==> src/rtl/vote_debounce.sv <==
// Debounce filter for a registered majority-vote bit, with a one-deep transition event
// buffer (valid/ready), a saturating transition counter and a sticky overrun flag.
module vote_debounce #(
  parameter int unsigned STABLE_CYCLES = 4,
  parameter int unsigned CNT_W         = 8
) (
  input  logic             clk,
  input  logic             resetn,
  input  logic             z_in,
  output logic             filt_out,
  output logic             evt_valid,
  output logic             evt_rise,
  input  logic             evt_ready,
  output logic [CNT_W-1:0] edge_count,
  output logic             evt_overrun
);

  localparam logic [1:0] StStableLo = 2'd0;
  localparam logic [1:0] StChkHi    = 2'd1;
  localparam logic [1:0] StStableHi = 2'd2;
  localparam logic [1:0] StChkLo    = 2'd3;

  // run_q holds the differing samples already taken; the next one qualifies at LastRun.
  localparam logic [7:0] LastRun = 8'(STABLE_CYCLES - 1);

  logic [1:0]       state_q, state_d;
  logic [7:0]       run_q, run_d;
  logic             valid_q, valid_d;
  logic             rise_q, rise_d;
  logic             ovr_q, ovr_d;
  logic [CNT_W-1:0] cnt_q, cnt_d;
  logic             raise;
  logic             accept;

  always_comb begin
    state_d = state_q;
    run_d   = run_q;
    raise   = 1'b0;
    unique case (state_q)
      StStableLo: begin
        if (z_in) begin
          state_d = StChkHi;
          run_d   = 8'd1;
        end
      end
      StChkHi: begin
        if (!z_in) begin
          state_d = StStableLo;
          run_d   = 8'd0;
        end else if (run_q >= LastRun) begin
          state_d = StStableHi;
          run_d   = 8'd0;
          raise   = 1'b1;
        end else begin
          run_d = run_q + 8'd1;
        end
      end
      StStableHi: begin
        if (!z_in) begin
          state_d = StChkLo;
          run_d   = 8'd1;
        end
      end
      StChkLo: begin
        if (z_in) begin
          state_d = StStableHi;
          run_d   = 8'd0;
        end else if (run_q >= LastRun) begin
          state_d = StStableLo;
          run_d   = 8'd0;
          raise   = 1'b1;
        end else begin
          run_d = run_q + 8'd1;
        end
      end
      default: begin
        state_d = StStableLo;
        run_d   = 8'd0;
      end
    endcase
  end

  assign accept = valid_q & evt_ready;

  always_comb begin
    valid_d = valid_q;
    rise_d  = rise_q;
    ovr_d   = ovr_q;
    cnt_d   = cnt_q;
    if (accept) begin
      valid_d = 1'b0;
    end
    if (raise) begin
      if (cnt_q != {CNT_W{1'b1}}) begin
        cnt_d = cnt_q + 1'b1;
      end
      // A slot freed by a same-edge accept takes the new event; otherwise it is dropped.
      if (!valid_q || accept) begin
        valid_d = 1'b1;
        rise_d  = (state_d == StStableHi);
      end else begin
        ovr_d = 1'b1;
      end
    end
  end

  always_ff @(posedge clk or negedge resetn) begin
    if (!resetn) begin
      state_q <= StStableLo;
      run_q   <= 8'd0;
      valid_q <= 1'b0;
      rise_q  <= 1'b0;
      ovr_q   <= 1'b0;
      cnt_q   <= '0;
    end else begin
      state_q <= state_d;
      run_q   <= run_d;
      valid_q <= valid_d;
      rise_q  <= rise_d;
      ovr_q   <= ovr_d;
      cnt_q   <= cnt_d;
    end
  end

  assign filt_out    = (state_q == StStableHi) || (state_q == StChkLo);
  assign evt_valid   = valid_q;
  assign evt_rise    = rise_q;
  assign evt_overrun = ovr_q;
  assign edge_count  = cnt_q;

endmodule

==> config.mk <==
export PLATFORM = sky130hd
export DESIGN_NAME = vote_debounce
export DESIGN_NICKNAME = d
export VERILOG_FILES = /design/src/rtl/vote_debounce.sv
export SDC_FILE = /design/constraint.sdc
export NUM_CORES = 1
export LEC_CHECK = 0
export CAP_MARGIN = 20
export CORE_MARGIN = 2
export CORE_UTILIZATION = 44
export CTS_CLUSTER_DIAMETER = 50
export CTS_CLUSTER_SIZE = 25
export DETAILED_ROUTE_END_ITERATION = 10
export MAX_ROUTING_LAYER = met4
export PLACE_DENSITY = 0.71
export SLEW_MARGIN = 40
export SYNTH_ARGS = -nofsm -noshare
export SYNTH_HDL_FRONTEND = slang
export SYNTH_SLANG_ARGS = --single-unit
==> constraint.sdc <==
create_clock -name clk -period 1.65 [get_ports clk]
set_input_delay 0.33 -clock clk [delete_from_list [all_inputs] [get_ports clk]]
set_output_delay 0.33 -clock clk [all_outputs]
set_load 0.02 [all_outputs]
==> impl_metrics.json, run 1 <==
{
  "outcome": "finished clean",
  "slew_headroom_pct": 77.6,
  "syn-cell-area_um2": 918,
  "grt_overflow": 0,
  "yosysWarnings": 0,
  "criticalPathCategory": "reg2out",
  "synth_cell_types": 26,
  "synthTopCellsByCount": "21 x dfrtp_1, 7 x nand2_1, 7 x xor2_1, 6 x and3_1",
  "max_freq_mhz": 625,
  "crit_chain": "clkdlybuf4s50_1",
  "finalWirelength_mm": 1.69,
  "fin_area_um2": 1260,
  "synth_nets": 82,
  "cap_violations": 0,
  "synth_area_leaders": "dfrtp_1 57%, xor2_1 6.7%, and3_1 4.1%",
  "die_area_um2": 2470,
  "cp_slowest_stage_delay_ps": 610,
  "vias": 682,
  "worstSetupStartpointType": "flip-flop",
  "hold_path.class": "in2async",
  "muxShareOfSynthArea_pct": 4.90,
  "drt-initial-drc-count": 11,
  "hold_viol": 0,
  "place_area_um2": 1180,
  "synthSimpleGateAreaFrac_pct": 20.7,
  "port_buffers": 15,
  "worst_pin_slew_ps": 335,
  "clockBufferDepth": 2,
  "synth_area_leader_cell": "dfrtp_1",
  "clock_sinks": 21,
  "wl_per_cell_um": 12.6,
  "synth.most_common_cell": "dfrtp_1",
  "clock_latency_ps": 290,
  "start_util_pct": 46.8,
  "rsz0062_at_grt": "false",
  "combPwrFrac_pct": 42.2,
  "startpoint": "evt_rise$_DFFE_PN0P_",
  "clock_skew_ps": 3.56,
  "first_pass_iters": 4,
  "synth_top_area_share_pct": 57.2,
  "peakVddDrop_uv": 878,
  "via_per_inst": 5.09,
  "yosysSeqAreaShare_pct": 57.2,
  "worstPathRequired_ps": 1320,
  "die_h_um": 49.7,
  "drv_slew": 0,
  "drive_above_1_share_pct": 26.2,
  "synth_top_family_by_area": "simple AND/OR/NAND/NOR gates",
  "synth_flop_cell": "dfrtp_1",
  "async_flop_share_pct": 100,
  "fin_crit_ps": 1600,
  "clkTransAtPathRegs_ps": 110,
  "finalSetupViolCount": 0,
  "cp_slowest_cell": "clkdlybuf4s50_1",
  "antenna_cells": 0,
  "ant_nets": 0,
  "grt_max_degree": 22,
  "synth-seq-cells": 21,
  "drcViolationCount": 0,
  "power.leakage_uw": 0.000656,
  "holdWs_ps": 357,
  "crit_buf_inv": 1,
  "finalSetupTns_ps": 0,
  "reg2reg_slack_ps": 90,
  "synth_area_per_cell_um2": 12.1,
  "r2r-start": "run_q[0]$_DFFE_PN0P_",
  "p_int_uw": 1040,
  "area_growth_pct": 37.3,
  "synth_fa_ha_area_share_pct": 2.72,
  "die_width_um": 49.7,
  "fp-row-count": 16,
  "synth_edf_count": 0,
  "numCtsBuffers": 3,
  "power_frac_clock_pct": 14.8,
  "power.density_nw_per_um2": 1270,
  "power.share.sequential_pct": 43.0,
  "io_pins": 16,
  "critical_path.endpoint_type": "primary output",
  "switching_share_pct": 35.5,
  "gp_congestion": 0.776,
  "grt_pass1_wl_mm": 3.02,
  "fin_nets": 114,
  "synth_xor_area_share_pct": 7.63,
  "antenna_found_initial": 0,
  "grtUsageTotal_pct": 16.4,
  "syn_inst": 76,
  "crit_family": "buffers and inverters",
  "coreArea_um2": 1960,
  "cts_root_buf": "clkbuf_4",
  "fin_crit_sh_pct": 97.0,
  "synth_compound_gate_area_share_pct": 4.22,
  "htreeDepth": 1,
  "arrival_ps": 1270,
  "first_global_vias": 670,
  "cp_max_fo": 2,
  "p_sw_uw": 569,
  "cts_tree": "built",
  "dpl.hpwl_mm": 1.22
}
-- per-stage QoR --
stage / setup slack, ps / cells / total power, µW / util, %
finish: 48.8 / 134 / 1610 / 64.3
floorplan: 7.17 / 76 / 1030 / -
CTS: 0.284 / 133 / 1590 / 62.2
detailed placement: -337 / 128 / 1360 / 60.2
global route: 2.21 / 134 / 1720 / 64.3
global placement: -311 / 128 / 1340 / 60.2
-- placed cells by master (no fill, tap or decap), types with 3 or more instances in the layout --
| cell type | count |
|---|---|
| xor2_1 | 7 |
| nand2b_1 | 3 |
| nand3_1 | 3 |
| dlymetal6s2s_1 | 3 |
| and3_1 | 6 |
| nand2_1 | 7 |
| buf_4 | 14 |
| clkdlybuf4s50_1 | 4 |
| clkbuf_4 | 3 |
| dlygate4sd2_1 | 8 |
| dfrtp_1 | 20 |
-- registers in the layout, summed over array words and instances, names as in the netlist --
| register | count |
|---|---|
| state_q | 2 |
| evt_rise | 1 |
| evt_overrun | 1 |
| evt_valid | 1 |
| run_q | 8 |
| edge_count | 8 |
-- power groups by stage --
| stage | logic, µW | registers [µW] | clock network, µW |
|---|---|---|---|
| final | 678 | 690 | 238 |
| after detailed placement | 661 | 698 | 0 |
| after global placement | 641 | 696 | 0 |
| after CTS | 653 | 688 | 250 |
| after floorplan | 248 | 783 | 0 |
| after global routing | 749 | 704 | 270 |
-- final timing paths --
check,to,cells past startpoint
setup / recovery,evt_rise,1
hold / removal,state_q[1]$_DFF_PN0_,2
min in group clk,evt_rise$_DFFE_PN0P_,3
setup reg to reg,edge_count[1]$_DFFE_PN0P_,5
hold reg to reg,evt_overrun$_DFFE_PN0P_,1
max in group asynchronous,edge_count[2]$_DFFE_PN0P_,2
-- metal layers --
| layer | GRT usage (%) | part of all wire, % | vias to the layer above |
|---|---|---|---|
| li1 | - | - | 331 |
| met1 | 22.4 | 47 | 336 |
| met2 | 26.0 | 49 | 13 |
| met3 | 1.21 | 3.5 | 2 |
| met4 | 5.56 | 1.1 | 0 |
| met5 | - | 0 | - |
-- kinds of logic after synthesis --
kind of cell / Yosys count
adder cells (fa/ha/maj): 2
AND/OR/NAND/NOR: 31
multiplexers: 4
flip-flops: 21
AO/OA/AOI/OAI: 6
buffers and inverters: 4
XOR/XNOR: 8
-- cell type report --
cell class / count / area, µm²
Sequential cell: 21 / 527
Multi-Input combinational cell: 52 / 417
Inverter: 1 / 3.75
Tap cell: 27 / 33.8
Fill cell: 171 / 701
Timing Repair Buffer: 29 / 253
Clock inverter: 1 / 5.00
Clock buffer: 3 / 22.5
-- timing repair --
item | in CTS | in global routing
pin swaps | 1 | 3
gates resized for setup | 11 | 7
endpoints found under the setup margin | 12 | 8
buffers inserted | 0 | 1
hold buffers | 0 | 0
gates cloned | 1 | 0
(Power assumes the default switching activity.)
==> run 2: changes to the inputs <==
--- a/config.mk
+++ b/config.mk
@@ -13,6 +13,7 @@
 export DETAILED_ROUTE_END_ITERATION = 10
 export MAX_ROUTING_LAYER = met4
 export PLACE_DENSITY = 0.71
+export SKIP_LAST_GASP = 1
 export SLEW_MARGIN = 40
 export SYNTH_ARGS = -nofsm -noshare
 export SYNTH_HDL_FRONTEND = slang
==> run 2 against run 1 <==
Against the previous run: cell count fell by 0.75%; cell area fell by 0.60%; flip-flop and latch count did not move; non-clock buffer count fell by 1; sequential power barely moved; clock power barely moved; clock skew barely moved; die area did not move; first-iteration DRC count did not move; total power fell by 1.1%; maximum frequency fell by 1.9%; critical path depth rose by 4; critical path type is now reg2reg; highest routed layer unchanged.
==> impl_metrics.json, run 2 (same netlist as run 1, synthesis figures left out) <==
{
  "outcome": "finished clean",
  "placed_cells": 128,
  "drv_slew": 0,
  "hold_viol": 0,
  "hold_path.class": "in2async",
  "io_pins": 16,
  "dpl.hpwl_mm": 1.22,
  "via_per_inst": 5.04,
  "max_freq_mhz": 613,
  "crit_buf_inv": 0,
  "gp_congestion": 0.776,
  "fill_cells": 171,
  "dp_slack_ps": -337,
  "grt_overflow": 0,
  "antenna_cells": 0,
  "port_buffers": 15,
  "worst_pin_slew_ps": 331,
  "clockBufferDepth": 2,
  "hold_buffers": 0,
  "clock_sinks": 21,
  "power.leakage_uw": 0.000653,
  "numCtsBuffers": 3,
  "p_sw_uw": 563,
  "clkTransAtPathRegs_ps": 110,
  "slew_headroom_pct": 77.9,
  "fp-row-count": 16,
  "die_width_um": 49.7,
  "setup_ws_ps": 18.2,
  "clock_latency_ps": 290,
  "cts_tree": "built",
  "antenna_found_initial": 0,
  "ant_nets": 0,
  "die_h_um": 49.7,
  "multi_input_area_um2": 417,
  "first_pass_iters": 4,
  "coreArea_um2": 1960,
  "peakVddDrop_uv": 869,
  "cts_setup_buffers": 0,
  "grtUsageMet3_pct": 1.21,
  "wl_per_cell_um": 12.6,
  "area_growth_pct": 36.5,
  "rsz0062_at_grt": "true",
  "combPwrFrac_pct": 41.7,
  "crit_family": "flip-flops",
  "grtUsageTotal_pct": 16.2,
  "cp_slowest_cell": "dfrtp_1",
  "vias": 670,
  "power.share.sequential_pct": 43.5,
  "p_int_uw": 1030,
  "fin_crit_sh_pct": 98.9,
  "finalSetupViolCount": 0,
  "crit_chain": "ha_1 -> nor3_4 -> a211o_4 -> nand2b_1 -> mux2_1",
  "clock_skew_ps": 3.16,
  "register_area_um2": 527,
  "holdWs_ps": 362,
  "die_area_um2": 2470,
  "start_util_pct": 46.8,
  "grtUsageMet2_pct": 25.3,
  "final_cell_mix": "20 x dfrtp_1, 13 x buf_4, 8 x dlygate4sd2_1",
  "final_cells": 133,
  "drcViolationCount": 0,
  "busiest_layer": "met2",
  "switching_share_pct": 35.4,
  "grt_max_degree": 22,
  "drt-initial-drc-count": 11,
  "arrival_ps": 1820,
  "cap_violations": 0,
  "cp_max_fo": 5,
  "htreeDepth": 1,
  "power.density_nw_per_um2": 1270,
  "first_global_vias": 656,
  "met1_usage_pct": 22.4,
  "drive_above_1_share_pct": 25.5,
  "critical_path.endpoint_type": "flip-flop",
  "grt_pass1_wl_mm": 2.97,
  "fin_crit_ps": 1630,
  "power_frac_clock_pct": 14.8,
  "finalSetupTns_ps": 0,
  "finalWirelength_mm": 1.68,
  "fin_nets": 113,
  "cts_root_buf": "clkbuf_4",
  "final_common_cell": "dfrtp_1",
  "worstPathRequired_ps": 1840,
  "worstSetupStartpointType": "flip-flop",
  "criticalPathCategory": "reg2reg",
  "cp_slowest_stage_delay_ps": 400
}
-- run 2: metal layers --
metal | vias up | wire [µm]
met5 | - | 0
met4 | 0 | 19
met1 | 327 | 782
li1 | 326 | -
met2 | 15 | 817
met3 | 2 | 62
-- run 2: area by class of cell --
class	instances	share of cell area, %
inverters	1	0.299
multi-input cells	52	33.2
repair buffers	28	19.6
clock buffers	3	1.80
well taps	27	2.69
clock inverters	1	0.399
flip-flops and latches	21	42.0
-- run 2: power groups by stage --
| stage | clock network (µW) | registers, µW | logic (µW) |
|---|---|---|---|
| after global placement | 0 | 696 | 641 |
| after CTS | 250 | 688 | 646 |
| after floorplan | 0 | 783 | 248 |
| after detailed placement | 0 | 698 | 661 |
| after global routing | 270 | 705 | 733 |
| final | 235 | 691 | 663 |
-- run 2: path summary, 6_finish.rpt --
| check | endpoint | slack, ps | start | cells past startpoint |
|---|---|---|---|---|
| hold reg to reg | evt_overrun$_DFFE_PN0P_ | 490 | evt_overrun$_DFFE_PN0P_ | 1 |
| setup / recovery | evt_rise$_DFFE_PN0P_ | 20 | run_q[0]$_DFFE_PN0P_ | 5 |
| setup reg to reg | evt_rise$_DFFE_PN0P_ | 20 | run_q[0]$_DFFE_PN0P_ | 5 |
| hold / removal | state_q[1]$_DFF_PN0_ | 360 | resetn | 2 |
| min in group clk | evt_rise$_DFFE_PN0P_ | 470 | z_in | 3 |
| max in group asynchronous | edge_count[2]$_DFFE_PN0P_ | 1060 | resetn | 2 |
-- run 2: per-stage QoR --
stage | utilization (%) | power [µW] | area, µm²
finish | 63.9 | 1590 | 1250
global route | 63.9 | 1710 | 1250
CTS | 61.9 | 1580 | 1210
detailed placement | 60.2 | 1360 | 1180
global placement | 60.2 | 1340 | 1180
floorplan | - | 1030 | 920
-- run 2: timing repair --
item | in CTS | in global routing
resized for setup | 10 | 8
gates cloned | 1 | 0
pin swaps | 1 | 4
endpoints found under the setup margin | 12 | 10
-- run 2: worst register-to-register path: stages, from the launching register on --
cell and delay [ps]:
dfrtp_1 400, ha_1 230, nor3_4 250, a211o_4 210, nand2b_1 120, mux2_1 310
